**src/rtl/pipe_pkg.sv**
```systemverilog
// Shared pipeline-buffer definitions: default field widths and the E/M
// field offsets that stage wrappers use to slice ctrl/data/tag buses.
package pipe_pkg;

    localparam int unsigned CTRL_W_DEF = 4;
    localparam int unsigned DATA_W_DEF = 96;
    localparam int unsigned TAG_W_DEF  = 12;

    // E/M control-bit positions
    localparam int unsigned EM_CTRL_PCSRC    = 0;
    localparam int unsigned EM_CTRL_REGWRITE = 1;
    localparam int unsigned EM_CTRL_MEMWRITE = 2;
    localparam int unsigned EM_CTRL_MEMTOREG = 3;

    // E/M data-word positions (three 32-bit words)
    localparam int unsigned EM_WORD_W         = 32;
    localparam int unsigned EM_DATA_ALUOUT    = 0;
    localparam int unsigned EM_DATA_WRITEDATA = 32;
    localparam int unsigned EM_DATA_RD2       = 64;

    // E/M register-tag positions (three 4-bit tags)
    localparam int unsigned EM_REG_W   = 4;
    localparam int unsigned EM_TAG_WA3 = 0;
    localparam int unsigned EM_TAG_RA1 = 4;
    localparam int unsigned EM_TAG_RA2 = 8;

    // Default-width entry payload as seen by stage wrappers
    typedef struct packed {
        logic [CTRL_W_DEF-1:0] ctrl;
        logic [DATA_W_DEF-1:0] data;
        logic [TAG_W_DEF-1:0]  tag;
    } em_entry_t;

    // Number of valid entries held
    function automatic logic [1:0] occ_count(input logic main_v, input logic skid_v);
        return 2'(main_v) + 2'(skid_v);
    endfunction

endpackage

```
**src/rtl/pipe_entry_reg.sv**
```systemverilog
// One pipeline entry: valid + ctrl + data + tag register.
// Ports: clk_i/rst_i (async active-high), load_i captures the inputs and sets
// valid, clear_i (priority) drops valid and zeroes ctrl; data/tag are kept.
module pipe_entry_reg
    import pipe_pkg::*;
#(
    parameter int unsigned CTRL_W = CTRL_W_DEF,
    parameter int unsigned DATA_W = DATA_W_DEF,
    parameter int unsigned TAG_W  = TAG_W_DEF
) (
    input  logic              clk_i,
    input  logic              rst_i,
    input  logic              load_i,
    input  logic              clear_i,
    input  logic [CTRL_W-1:0] ctrl_i,
    input  logic [DATA_W-1:0] data_i,
    input  logic [TAG_W-1:0]  tag_i,
    output logic              valid_o,
    output logic [CTRL_W-1:0] ctrl_o,
    output logic [DATA_W-1:0] data_o,
    output logic [TAG_W-1:0]  tag_o
);

    logic              valid_q;
    logic [CTRL_W-1:0] ctrl_q;
    logic [DATA_W-1:0] data_q;
    logic [TAG_W-1:0]  tag_q;

    // Clearing zeroes ctrl so an empty entry is always a harmless bubble
    always_ff @(posedge clk_i or posedge rst_i) begin
        if (rst_i) begin
            valid_q <= 1'b0;
            ctrl_q  <= '0;
            data_q  <= '0;
            tag_q   <= '0;
        end else if (clear_i) begin
            valid_q <= 1'b0;
            ctrl_q  <= '0;
        end else if (load_i) begin
            valid_q <= 1'b1;
            ctrl_q  <= ctrl_i;
            data_q  <= data_i;
            tag_q   <= tag_i;
        end
    end

    assign valid_o = valid_q;
    assign ctrl_o  = ctrl_q;
    assign data_o  = data_q;
    assign tag_o   = tag_q;

endmodule

```
**src/rtl/pipe_stage_buffer.sv**
```systemverilog
// Elastic pipeline-stage buffer with valid/ready handshake, stall, flush to
// bubble and optional 2-entry skid (SKID=1) giving a registered in_ready.
// Ports: CLK/RESET (async active-high); upstream in_valid/in_ready/in_ctrl/
// in_data/in_tag; flush; downstream out_valid/out_ready/out_ctrl/out_data/
// out_tag; occupancy = number of held entries.
module pipe_stage_buffer
    import pipe_pkg::*;
#(
    parameter int unsigned CTRL_W = CTRL_W_DEF,
    parameter int unsigned DATA_W = DATA_W_DEF,
    parameter int unsigned TAG_W  = TAG_W_DEF,
    parameter int unsigned SKID   = 1
) (
    input  logic              CLK,
    input  logic              RESET,
    input  logic              in_valid,
    output logic              in_ready,
    input  logic [CTRL_W-1:0] in_ctrl,
    input  logic [DATA_W-1:0] in_data,
    input  logic [TAG_W-1:0]  in_tag,
    input  logic              flush,
    output logic              out_valid,
    input  logic              out_ready,
    output logic [CTRL_W-1:0] out_ctrl,
    output logic [DATA_W-1:0] out_data,
    output logic [TAG_W-1:0]  out_tag,
    output logic [1:0]        occupancy
);

    logic              main_v, skid_v;
    logic [CTRL_W-1:0] main_ctrl, skid_ctrl;
    logic [DATA_W-1:0] main_data, skid_data;
    logic [TAG_W-1:0]  main_tag, skid_tag;

    logic accept, drain, main_free;
    logic main_load, main_clr, main_from_skid;
    logic skid_load, skid_clr;
    logic main_v_d, skid_v_d;
    logic [1:0] occ_q;

    logic [CTRL_W-1:0] main_ctrl_in;
    logic [DATA_W-1:0] main_data_in;
    logic [TAG_W-1:0]  main_tag_in;

    // Entry movement: flush wins, then refill main from skid before input
    always_comb begin
        accept         = in_valid && in_ready;
        drain          = main_v && out_ready;
        main_free      = !main_v || drain;
        main_load      = 1'b0;
        main_clr       = 1'b0;
        main_from_skid = 1'b0;
        skid_load      = 1'b0;
        skid_clr       = 1'b0;
        main_v_d       = main_v;
        skid_v_d       = skid_v;
        if (flush) begin
            main_clr = 1'b1;
            skid_clr = 1'b1;
            main_v_d = 1'b0;
            skid_v_d = 1'b0;
        end else if (SKID != 0) begin
            if (main_free) begin
                if (skid_v) begin
                    main_load      = 1'b1;
                    main_from_skid = 1'b1;
                    main_v_d       = 1'b1;
                    skid_load      = accept;
                    skid_clr       = !accept;
                    skid_v_d       = accept;
                end else if (accept) begin
                    main_load = 1'b1;
                    main_v_d  = 1'b1;
                end else if (main_v) begin
                    main_clr = 1'b1;
                    main_v_d = 1'b0;
                end
            end else if (accept) begin
                skid_load = 1'b1;
                skid_v_d  = 1'b1;
            end
        end else begin
            if (accept) begin
                main_load = 1'b1;
                main_v_d  = 1'b1;
            end else if (drain) begin
                main_clr = 1'b1;
                main_v_d = 1'b0;
            end
        end
    end

    always_comb begin
        main_ctrl_in = in_ctrl;
        main_data_in = in_data;
        main_tag_in  = in_tag;
        if (main_from_skid) begin
            main_ctrl_in = skid_ctrl;
            main_data_in = skid_data;
            main_tag_in  = skid_tag;
        end
    end

    pipe_entry_reg #(.CTRL_W(CTRL_W), .DATA_W(DATA_W), .TAG_W(TAG_W)) u_main (
        .clk_i   (CLK),
        .rst_i   (RESET),
        .load_i  (main_load),
        .clear_i (main_clr),
        .ctrl_i  (main_ctrl_in),
        .data_i  (main_data_in),
        .tag_i   (main_tag_in),
        .valid_o (main_v),
        .ctrl_o  (main_ctrl),
        .data_o  (main_data),
        .tag_o   (main_tag)
    );

    if (SKID != 0) begin : g_skid
        logic in_ready_q;

        pipe_entry_reg #(.CTRL_W(CTRL_W), .DATA_W(DATA_W), .TAG_W(TAG_W)) u_skid (
            .clk_i   (CLK),
            .rst_i   (RESET),
            .load_i  (skid_load),
            .clear_i (skid_clr),
            .ctrl_i  (in_ctrl),
            .data_i  (in_data),
            .tag_i   (in_tag),
            .valid_o (skid_v),
            .ctrl_o  (skid_ctrl),
            .data_o  (skid_data),
            .tag_o   (skid_tag)
        );

        // Upstream ready is the registered complement of the next skid valid
        always_ff @(posedge CLK or posedge RESET) begin
            if (RESET) in_ready_q <= 1'b1;
            else       in_ready_q <= !skid_v_d;
        end

        assign in_ready = in_ready_q;
    end else begin : g_noskid
        assign skid_v    = 1'b0;
        assign skid_ctrl = '0;
        assign skid_data = '0;
        assign skid_tag  = '0;
        assign in_ready  = out_ready || !main_v;
    end

    always_ff @(posedge CLK or posedge RESET) begin
        if (RESET) occ_q <= 2'd0;
        else       occ_q <= occ_count(main_v_d, skid_v_d);
    end

    assign out_valid = main_v;
    assign out_ctrl  = main_ctrl;
    assign out_data  = main_data;
    assign out_tag   = main_tag;
    assign occupancy = occ_q;

endmodule

```
**config.mk**
```make
export PLATFORM = sky130hd
export DESIGN_NAME = pipe_stage_buffer
export DESIGN_NICKNAME = d
export VERILOG_FILES = /design/src/rtl/pipe_pkg.sv /design/src/rtl/pipe_entry_reg.sv /design/src/rtl/pipe_stage_buffer.sv
export SDC_FILE = /design/constraint.sdc
export NUM_CORES = 1
export LEC_CHECK = 0
export CORE_AREA = 2 2 155 157
export CTS_CLUSTER_DIAMETER = 120
export DETAILED_ROUTE_END_ITERATION = 16
export DIE_AREA = 0 0 157 159
export HOLD_SLACK_MARGIN = 0.1
export PLACE_DENSITY = 0.75
export SLEW_MARGIN = 20
export SYNTH_ARGS = -nofsm -noshare
export SYNTH_HDL_FRONTEND = slang
export SYNTH_HIERARCHICAL = 1
export SYNTH_SLANG_ARGS = --single-unit
```
**constraint.sdc**
```tcl
create_clock -name CLK -period 3.6 [get_ports CLK]
set_input_delay 0.72 -clock CLK [delete_from_list [all_inputs] [get_ports CLK]]
set_output_delay 0.72 -clock CLK [all_outputs]
set_load 0.02 [all_outputs]
```
==> results.md <==
- Summed over all failing endpoints, the final setup total negative slack is 0 ns.
- The depth of the CTS H-tree is 1.
- The horizontal die dimension is 157 um.
- The ratio of final minimum period to clock period is 68.3%.
- The least setup slack across all paths after layout is 1.14 ns.
- The clock arrives with between 0.01 and 0.015 ns of skew.
- The worst setup path is of the in -> reg kind.
- The cell area after layout is around 14000 um^2.
- The layout has between 1500 and 2000 filler cells.
- The synthesized netlist devotes less than 1% of its cell area to compound gates.
- The share of layout cells above drive strength 1 is ~44%.
- Counting distinct cell types in the post-synthesis netlist gives 22.
- The global-route wire length before repair is between 30000 and 40000 um.
- The count of nets left with antenna violations after detail routing is 0.
- The multi-input logic area is roughly 4400 um^2.
- The post-route minimum period is between 2 and 2.5 ns.
- The switching portion of total power is roughly 27%.
- The run finished with clean final reports.
- At the later pin of the worst-skew pair, clock insertion delay measures between 0.5 and 0.6 ns.
- The clock network burns 31.1% of the power.
- The largest family of logic cells by synthesized area is multiplexers.
- The warning count from the yosys run is 6.
- The final-report setup violation count is 0.
- The detailed-route wire length per cell is between 15 and 20 um.
- After clock tree synthesis, the clock-pin slew on the worst setup and hold paths is approximately 0.06 ns.
- Headroom to the max-slew limit came out at between 60% and 70%.
- Dividing total power by cell area gives a power density of approximately 600 nW/um^2.
- The synthesized design spends more area on one cell type than any other, namely sky130_fd_sc_hd__dfrtp_1.
- The synthesized net count is about 760.
- The initial utilization of the core area, before any placement, comes to a little under half.
- Including well taps, the total number of placed cells is between 1000 and 1500.
- The number of nets in the layout is roughly 1000.
- At the end of routability-driven placement, the weighted congestion stood at between 0.7 and 0.8.
- The internal power consumption is around 5.9 mW.
- Counting flops with an async set or reset pin after synthesis yields a share of 100%.
- The worst setup path is launched from an input pin.
- The average cell area after synthesis is 16.5 um^2.
- The number of standard cells in the layout, taps in and fillers out is roughly 1200.
- No sink is reached through more buffers than the 3 on the longest clock path.
- Input and output buffers added on the ports amount to 232.
- Per report_power, the combinational group accounts for between 20% and 30% of the total.
- The sum of routed wire length over all layers is between 20000 and 25000 um.
- The floorplan step set the die height to roughly 160 um.
- The number of CTS-inserted buffers is 26.
- The cell count after synthesis came out at 637.
- The worst hold-check path type is reg -> reg.
- The via count of the first global-routing pass is between 6000 and 7000.
- The post-placement cell area is 13100 um^2.
- Global routing finished with a remaining overflow of 0.
- The DRC violations left is 0.
- In this run the worst path has a maximum fanout of 58.
- Hold is met by between 0.5 and 0.6 ns.
- The synthesized design contains 0 enable-type register cells.
- In this run the static leakage power is 6.30 nW.
- Power comes to 8.13 mW.
- The CTS tree is done.
- The peak supply drop is 0.433 mV.
- The TritonCTS sink count is ~230.
- The first routing iteration left between 150 and 200 violations.
- The first detailed-routing pass took 4 iterations.
- For this design the top-level I/O count stands at 233.
- The maximum clock rate is between 400 and 500 MHz.
- The number of antenna violations at the first check in global routing is 1.
- Summing the areas of all xor and xnor instances in the mapped netlist gives 0% of the synthesized area.
- For this block, the via count after detailed routing is ~6000.
- The sequential cell area in the final layout is 5730 um^2.
- After floorplanning, the core was divided into 56 placement rows.
- The required time of the critical path is roughly 4 ns.
- For this run, the total global-route usage over all layers was measured as approximately 18%.
- Once the clock tree was built, the setup fixing pass inserted 0 buffers.
- The share of the Yosys chip area taken by registers is 54.6%.
- At the placement stage, the worst setup path has a slack of about 0.6 ns.
- Setup repair after global routing left no endpoint under its margin.
- The number of pins with negative max-slew slack in the final report is 0.
- Ranked by instance count, the synthesized netlist is headed by sky130_fd_sc_hd__dfrtp_1 (228), sky130_fd_sc_hd__mux2_2 (208), sky130_fd_sc_hd__mux2_4 (120).
- The pin count of the biggest net entering global routing is 84.
- Summed over all nets, the half-perimeter wirelength after detailed placement is approximately 14000 um.
- The most frequently used cell type in the post-synthesis netlist is sky130_fd_sc_hd__dfrtp_1.
- The root buffer cell chosen for the clock tree is sky130_fd_sc_hd__clkbuf_16.
- The floorplan step defined a die boundary enclosing approximately 25000 um^2.
- After synthesis, the cell types taking the most area are sky130_fd_sc_hd__dfrtp_1 (54%), sky130_fd_sc_hd__mux2_2 (22%), sky130_fd_sc_hd__mux2_4 (17%), sky130_fd_sc_hd__buf_6 (1.2%), sky130_fd_sc_hd__buf_8 (1.1%).
- The critical path arrival is approximately 2.9 ns.
- The final design utilization is around three fifths.
- The nature of the critical path endpoint is a flop.
- Summed over all nets, the switching power comes to 2.20 mW.
- The number of hold buffers added after CTS was 0.
- The post-synthesis to final-layout area growth is 32.8%.
- The number of diodes added for antenna fixing is 0.
- Summing the areas of all and, or, nand and nor instances in the mapped netlist gives under 10% of the synthesized area.
- The synthesized area is between 10000 and 15000 um^2.
- The share of synthesized area in the top cell type comes to between 50% and 60%.
- The proportion of synthesized area in mux cells is 40.3%.
- Synthesis inferred approximately 230 register bits.
- Dividing the detail-routed via count by the number of cells gives just under 5.
- The number of gates given a new drive strength after cts is 0.
- Per report_power, the sequential group accounts for a little over two fifths of the total.
- The total area inside the core boundary comes to between 20000 and 25000 um^2.
- The tool flagged a number of max-cap violations equal to 0.
- The dominant synthesized flop cell is sky130_fd_sc_hd__dfrtp_1.
- The number of endpoints with negative hold slack in the final report came to 0.
- The slew at the pin closest to its max-slew limit is 0.564 ns.
- After Yosys synthesis, full adders, half adders and majority gates account for 0.119% of the synthesized area.
## sequential cells by signal, indices dropped and copies added (netlist names)
signal / count
g_skid.u_skid/data_o: 96
u_main/data_o: 96
g_skid.u_skid/tag_o: 12
u_main/tag_o: 12
g_skid.u_skid/ctrl_o: 4
u_main/ctrl_o: 4
occupancy: 2
g_skid.u_skid/valid_o: 1
in_ready: 1
u_main/valid_o: 1
## final cells by class
cell class / count / share of cell area [%]
Sequential cell: 229 / 41.1
Multi-Input combinational cell: 366 / 31.7
Timing Repair Buffer: 250 / 18.3
Clock buffer: 36 / 5.31
Tap cell: 319 / 2.86
Clock inverter: 9 / 0.548
Inverter: 4 / 0.162
## placed cells by master, fill, tap and decap left out
| cell | synthesis | final |
|---|---|---|
| sky130_fd_sc_hd__clkdlybuf4s50_1 | 0 | 232 |
| sky130_fd_sc_hd__dfrtp_1 | 228 | 228 |
| sky130_fd_sc_hd__mux2_2 | 208 | 208 |
| sky130_fd_sc_hd__mux2_4 | 120 | 120 |
| sky130_fd_sc_hd__clkbuf_16 | 0 | 27 |
| sky130_fd_sc_hd__nor2_1 | 13 | 13 |
| sky130_fd_sc_hd__buf_4 | 0 | 11 |
| sky130_fd_sc_hd__mux2i_1 | 8 | 8 |
| sky130_fd_sc_hd__buf_12 | 0 | 7 |
| sky130_fd_sc_hd__clkbuf_1 | 0 | 6 |
| sky130_fd_sc_hd__clkinv_2 | 0 | 6 |
| sky130_fd_sc_hd__nor2b_4 | 3 | 3 |
| sky130_fd_sc_hd__a21oi_1 | 3 | 3 |
| sky130_fd_sc_hd__clkbuf_8 | 0 | 3 |
| sky130_fd_sc_hd__clkinvlp_4 | 0 | 3 |
| sky130_fd_sc_hd__nand2_1 | 2 | 2 |
| sky130_fd_sc_hd__inv_1 | 4 | 2 |
| sky130_fd_sc_hd__nand2b_2 | 1 | 1 |
| sky130_fd_sc_hd__nand2_8 | 0 | 1 |
| sky130_fd_sc_hd__nor3_1 | 1 | 1 |
| sky130_fd_sc_hd__a21o_1 | 1 | 1 |
| sky130_fd_sc_hd__o21bai_1 | 1 | 1 |
| sky130_fd_sc_hd__a31o_2 | 1 | 1 |
| sky130_fd_sc_hd__a211oi_1 | 1 | 1 |
| sky130_fd_sc_hd__nand2b_1 | 1 | 1 |
| sky130_fd_sc_hd__ha_1 | 1 | 1 |
| sky130_fd_sc_hd__bufinv_16 | 0 | 1 |
| sky130_fd_sc_hd__inv_6 | 0 | 1 |
| sky130_fd_sc_hd__dfstp_2 | 1 | 1 |
## cells by family (layout without fill, tap and decap cells)
kind of cell               after synthesis  count (layout)
DFF                                    229             229
adders and majority gates                1               1
muxes                                  336             336
and+or+nand+nor                         22              22
buffers and inverters                   42             299
AOI/OAI and AO/OA                        7               7
## critical path, stage by stage
cell and delay (ns):
sky130_fd_sc_hd__clkdlybuf4s50_1 0.41, sky130_fd_sc_hd__nand2b_2 0.27, sky130_fd_sc_hd__a211oi_1 0.26, sky130_fd_sc_hd__buf_4 0.20
sky130_fd_sc_hd__nor2b_4 0.21, sky130_fd_sc_hd__buf_12 0.34, sky130_fd_sc_hd__mux2_2 0.38
## worst paths after layout
kind	to	startpoint	slack [ns]	cells past startpoint
setup reg to reg	u_main/data_o[87]$_DFFE_PP0P_	in_ready$_DFF_PP1_	1.45	5
hold reg to reg	u_main/data_o[91]$_DFFE_PP0P_	u_main/data_o[91]$_DFFE_PP0P_	0.50	1
min in group asynchronous	occupancy[0]$_DFF_PP0_	RESET	0.54	2
max in group asynchronous	u_main/data_o[92]$_DFFE_PP0P_	RESET	2.24	3
hold / removal	u_main/data_o[91]$_DFFE_PP0P_	u_main/data_o[91]$_DFFE_PP0P_	0.50	1
setup / recovery	g_skid.u_skid/data_o[36]$_DFFE_PP0P_	out_ready	1.14	7
## per-layer routing
layer | vias up | wire length (um) | track usage [%]
met5 | - | 12 | 0
li1 | 2759 | - | -
met2 | 189 | 9860 | 27.3
met3 | 33 | 2110 | 7.10
met4 | 2 | 436 | 4.25
met1 | 3050 | 9670 | 23.5
## power groups by stage
stage	Clock [mW]	Combinational, mW	Sequential, mW
floorplan	0	0.814	3.86
global placement	0	2.09	3.51
detailed placement	0	2.12	3.54
CTS	2.61	2.13	3.50
global route	2.72	2.24	3.58
finish	2.53	2.11	3.50
Power figures use the tool's default switching activity.
